File: config.mk
export PLATFORM = sky130hd
export DESIGN_NAME = bus_arbiter
export DESIGN_NICKNAME = d
export VERILOG_FILES = /design/src/rtl/bus_arbiter.sv
export SDC_FILE = /design/constraint.sdc
export NUM_CORES = 1
export LEC_CHECK = 0
export CAP_MARGIN = 20
export CORE_ASPECT_RATIO = 1.2
export CORE_MARGIN = 2
export CORE_UTILIZATION = 50
export CTS_CLUSTER_DIAMETER = 60
export DETAILED_ROUTE_END_ITERATION = 10
export PLACE_DENSITY = 0.75
export SETUP_SLACK_MARGIN = 0.15
export SLEW_MARGIN = 20
export SYNTH_ARGS = -nofsm -noshare
export SYNTH_HDL_FRONTEND = slang
export SYNTH_SLANG_ARGS = --single-unit
File: constraint.sdc
create_clock -name clk -period 2 [get_ports clk]
set_input_delay 0.2 -clock clk [delete_from_list [all_inputs] [get_ports clk]]
set_output_delay 0.2 -clock clk [all_outputs]
set_load 0.05 [all_outputs]
File: src/rtl/bus_arbiter.sv
// Four-requester round-robin bus arbiter with per-grant ownership timer
// and a one-cycle turnaround slot between owners.
module bus_arbiter #(
  parameter int unsigned TIMEOUT = 16
) (
  input  logic       clk,
  input  logic       reset,
  input  logic [3:0] req,
  input  logic [3:0] done,
  output logic [3:0] grant,
  output logic [1:0] grant_id,
  output logic       bus_busy,
  output logic       timeout
);

  typedef enum logic [1:0] {
    IDLE = 2'd0,
    OWN  = 2'd1,
    TURN = 2'd2
  } state_t;

  // TIMEOUT above 256 truncates here; the timer saturates at 255 anyway.
  localparam logic [7:0] TIMER_LAST = 8'(TIMEOUT - 1);
  localparam bit         TIMER_EN   = (TIMEOUT != 0);

  state_t     state, state_nxt;
  logic [3:0] grant_nxt;
  logic [1:0] id_nxt;
  logic [1:0] last_owner, last_nxt;
  logic [7:0] timer, timer_nxt;
  logic       timeout_nxt;
  logic [1:0] winner, cand;
  logic       found;
  logic       owner_done, owner_drop, expire;

  // Search starts one past the previous owner; the previous owner is tried last.
  always_comb begin
    winner = last_owner;
    found  = 1'b0;
    cand   = last_owner;
    for (int i = 1; i <= 4; i++) begin
      cand = last_owner + 2'(i);
      if (!found && req[cand]) begin
        winner = cand;
        found  = 1'b1;
      end
    end
  end

  assign owner_done = done[grant_id];
  assign owner_drop = ~req[grant_id];
  assign expire     = TIMER_EN && (timer == TIMER_LAST);

  always_comb begin
    state_nxt   = state;
    grant_nxt   = grant;
    id_nxt      = grant_id;
    last_nxt    = last_owner;
    timer_nxt   = timer;
    timeout_nxt = 1'b0;
    unique case (state)
      IDLE: begin
        if (found) begin
          grant_nxt = 4'b0001 << winner;
          id_nxt    = winner;
          timer_nxt = 8'd0;
          state_nxt = OWN;
        end
      end
      OWN: begin
        if (timer != 8'hff) timer_nxt = timer + 8'd1;
        if (owner_done || owner_drop || expire) begin
          grant_nxt   = 4'b0000;
          last_nxt    = grant_id;
          state_nxt   = TURN;
          // A normal completion in the expiry cycle wins over the timer.
          timeout_nxt = expire && !owner_done && !owner_drop;
        end
      end
      TURN: begin
        grant_nxt = 4'b0000;
        state_nxt = IDLE;
      end
      default: begin
        grant_nxt = 4'b0000;
        state_nxt = IDLE;
      end
    endcase
  end

  always_ff @(posedge clk or posedge reset) begin
    if (reset) begin
      state      <= IDLE;
      grant      <= 4'b0000;
      grant_id   <= 2'd0;
      bus_busy   <= 1'b0;
      timeout    <= 1'b0;
      timer      <= 8'd0;
      last_owner <= 2'd3;
    end else begin
      state      <= state_nxt;
      grant      <= grant_nxt;
      grant_id   <= id_nxt;
      bus_busy   <= |grant_nxt;
      timeout    <= timeout_nxt;
      timer      <= timer_nxt;
      last_owner <= last_nxt;
    end
  end

endmodule

==> impl_summary.log <==
INFO  metric design.core.area = about 2000 µm²
INFO  metric route.vias.total = between 900 and 1,000
INFO  metric post_synth_and_or_nand_nor_area_fraction = 0.2293
INFO  metric grt_antenna_before_repair = 0
INFO  metric clkPwrFrac = 0.103
INFO  metric grt_pass1_vias = between 800 and 900
INFO  metric outcome = completed
INFO  metric max_slew_margin = 0.6247
INFO  metric timing_worst_slew_pin_value = between 500 and 600 ps
INFO  metric synth_fp_nets = around 110
INFO  metric place_ws = -67.10 ps
INFO  metric crit_required = 2240 ps
INFO  metric finalWorstPathRequiredPeriod = between 1500 and 2000 ps
INFO  metric yosys.area_share.adder = 0.01200
INFO  metric timing.clock.skew = 3.244 ps
INFO  metric ys_dominant_reg_cell = sky130_fd_sc_hd__dfrtp_1
INFO  metric drive_gt1_frac = 0.2045
INFO  metric syn-cell-area = about 1000 µm²
INFO  metric yosys-mux-area-fraction = 0.04322
INFO  metric crit_type = input pin to flop
INFO  metric synth.lib_cells_used.distinct = 37
INFO  metric h-tree-depth = 1
INFO  metric finish.net_count = 144
INFO  metric yosys_register_bits = 20
INFO  metric main_combinational_cell_family_by_area_after_synthesis = simple AND/OR/NAND/NOR gates
INFO  metric dieWidth = around 46 µm
INFO  metric p_sw_frac = 0.4344
INFO  metric area_growth = 29.41%
INFO  metric antenna_cells = 0
INFO  metric sequentialPowerShare = 0.360
INFO  metric most-common-layout-cells = sky130_fd_sc_hd__dfrtp_1 (17), sky130_fd_sc_hd__clkdlybuf4s50_1 (17), sky130_fd_sc_hd__buf_4 (12), sky130_fd_sc_hd__nand2_1 (10)
INFO  metric fmax = 568.5 MHz
INFO  metric synthesis.instances = ~100
INFO  metric tritoncts_num_sinks = 20
INFO  metric starting_utilization_of_the_core_area = 0.5200
INFO  metric overall_power_of_the_completed_layout = 0.001871 W
INFO  metric critPathLaunch = req[2]
INFO  metric synth.avg_cell_area = slightly above 10 µm²
INFO  metric drt-pass1-iter-count = 4
INFO  metric worstHoldPathType = input pin to async pin
INFO  metric startpoint_type = input pin
INFO  metric rows = 18
INFO  metric postCtsSetupBuffers = 0
INFO  metric r2r_start = timer[2]
INFO  metric final_setup_fails = 0
INFO  metric gpl.final_weighted_congestion = around 0.86
INFO  metric detailedPlacementHpwl = about 1800 µm
INFO  metric synth-compound-area-share = 0.2113
INFO  metric seq_area_frac_synth = 0.4826
INFO  metric clock_tree_buffer_depth = 2
INFO  metric cellPowerDensity = around 1400 nW/µm²
INFO  metric global_route_wire_length_before_repair = a little under 4000 µm
INFO  metric viasPerCell = 6.059
INFO  metric synthArstFlopShare = 1.000
INFO  metric power_leakage = 0.5780 nW
INFO  metric number_of_buffers_inserted_during_clock_tree_synthesis = 3
INFO  metric final.setup.worst_slack = around 240 ps
INFO  metric critical_path.endpoint_type = flop
INFO  metric detail-route-antenna-nets = 0
INFO  metric gr-total-overflow = 0
INFO  metric first_iter_violations = 25
INFO  metric critical_path_arrival = between 1500 and 2000 ps
INFO  metric largest_net_degree_at_the_start_of_global_routing = 15
INFO  metric combinationalPowerShare = 0.537
INFO  metric clock_insertion_delay_worst_skew = approximately 290 ps
INFO  metric floorplan.die.height = around 54 µm
INFO  metric number_of_synthesized_flops_with_an_enable_pin = 0
INFO  metric post_route_clock_period_utilization = 0.8796
INFO  metric clock-root-buffer = sky130_fd_sc_hd__clkbuf_4
INFO  metric max-cap-violations = 0
INFO  metric internal-power = between 0.001 and 0.0015 W
INFO  metric peakVddDrop = 0.0009544 V
INFO  metric route.detailed.drc = 0
INFO  metric routedWlPerCell = about 15 µm
INFO  metric rsz_0062_raised_after_global_routing = false
INFO  metric final-hold-violation-count = 0
INFO  metric die_area = roughly 2500 µm²
INFO  metric setup_tns = 0 ps
INFO  metric max_fo_critical_path = 5
INFO  metric switching_pwr = ~0.0008 W
INFO  metric path_clk_slew = approximately 110 ps
INFO  metric top_level_ports = 18
INFO  metric ys_warn_count = 0
INFO  metric slew_violations = 0
INFO  metric parity_gate_share_of_the_synthesized_area_counting_xor_and_xnor_cells = 0
INFO  metric buffer_ports.inserted = 17
INFO  metric grt_util_all_layers = 0.2169
INFO  metric routed_wl = roughly 2300 µm
INFO  metric cts_tree = done
area by class of cell:
cell class / instances / area (µm²)
clock buffers: 4 / 26.28
fillers: 166 / 655.6
well taps: 20 / 25.02
repair buffers: 29 / 260.3
multi-input cells: 77 / 525.5
inverters: 2 / 7.507
flip-flops and latches: 20 / 504.2
critical path: stages:
cell and delay (ps):
sky130_fd_sc_hd__clkdlybuf4s50_1 450, sky130_fd_sc_hd__or4_4 560, sky130_fd_sc_hd__and2_4 170, sky130_fd_sc_hd__or4_1 520, sky130_fd_sc_hd__nand2_1 90
synth_stat cells (2+ instances only):
cell | number | area [µm²]
sky130_fd_sc_hd__a21oi_1 | 4 | 20.02
sky130_fd_sc_hd__dfstp_2 | 2 | 52.55
sky130_fd_sc_hd__a32o_1 | 2 | 20.02
sky130_fd_sc_hd__o21ai_0 | 5 | 25.02
sky130_fd_sc_hd__dfrtp_1 | 18 | 450.4
sky130_fd_sc_hd__nand2b_1 | 5 | 31.28
sky130_fd_sc_hd__o31ai_1 | 3 | 22.52
sky130_fd_sc_hd__a22o_1 | 2 | 17.52
sky130_fd_sc_hd__nor2_1 | 4 | 15.01
sky130_fd_sc_hd__nand4_1 | 2 | 12.51
sky130_fd_sc_hd__a21o_1 | 2 | 15.01
sky130_fd_sc_hd__nand2_1 | 10 | 37.54
sky130_fd_sc_hd__nor3_1 | 2 | 10.01
sky130_fd_sc_hd__nor2b_1 | 5 | 31.28
sky130_fd_sc_hd__o211ai_1 | 4 | 30.03
sky130_fd_sc_hd__or4_1 | 4 | 30.03
sky130_fd_sc_hd__nand3_1 | 5 | 25.02
sky130_fd_sc_hd__inv_1 | 2 | 7.510
sky130_fd_sc_hd__mux2_2 | 2 | 22.52
power groups by stage:
stage | sequential, W | combinational, W | clock (W)
3_3_place_gp | 0.000675 | 0.000978 | 0
5_1_grt | 0.000694 | 0.00108 | 0.000216
3_5_place_dp | 0.000681 | 0.00100 | 0
2_1_floorplan | 0.000880 | 0.000440 | 0
4_1_cts | 0.000674 | 0.00100 | 0.000198
6_report | 0.000673 | 0.00100 | 0.000194
repair_timing:
item                                    4_1_cts  5_1_grt
endpoints found under the setup margin        0        4
hold buffers                                  0        0
endpoints found under the hold margin         0        0
gates resized for setup                       0        2
state kept, by name, indices dropped and copies added, names as in the netlist:
signal,count
timer,8
grant,4
grant_id,2
last_owner,2
state,2
bus_busy,1
timeout,1
routing by layer:
| metal | track usage | up-vias | share of wire |
|---|---|---|---|
| li1 | - | 453 | - |
| met1 | 0.2611 | 440 | 0.43 |
| met2 | 0.3944 | 24 | 0.53 |
| met3 | 0.02013 | 4 | 0.029 |
| met4 | 0.07353 | 0 | 0.011 |
| met5 | 0 | - | 0 |
metrics by stage:
stage               hold slack [ps]  utilization  instance area [µm²]  cells
finish                        230.6       0.6729                 1349    152
global route                  275.0       0.6729                 1349    152
CTS                           248.7       0.6685                 1340    152
detailed placement            504.0       0.6554                 1314    148
global placement              496.7       0.6554                 1314    148
floorplan                     162.3            -                 1044    101
cell families (layout without fill, tap and decap cells):
group	count (synthesis)	count (layout)
buf+inv	4	35
mux	3	3
fa+ha+maj	1	1
simple gates	43	43
compound gates	30	30
flops	20	20
worst paths after layout:
| check | to | slack (ps) | depth (start not counted) |
|---|---|---|---|
| worst max-delay path | timer[3] | 240 | 5 |
| worst min-delay path | timer[1] | 230 | 2 |
| worst max register to register | timer[7] | 250 | 4 |
| worst min register to register | grant[1] | 530 | 1 |
| max in group asynchronous | timer[5] | 1270 | 3 |
| min in group clk | grant[1] | 530 | 1 |
(Power assumes the default switching activity.)
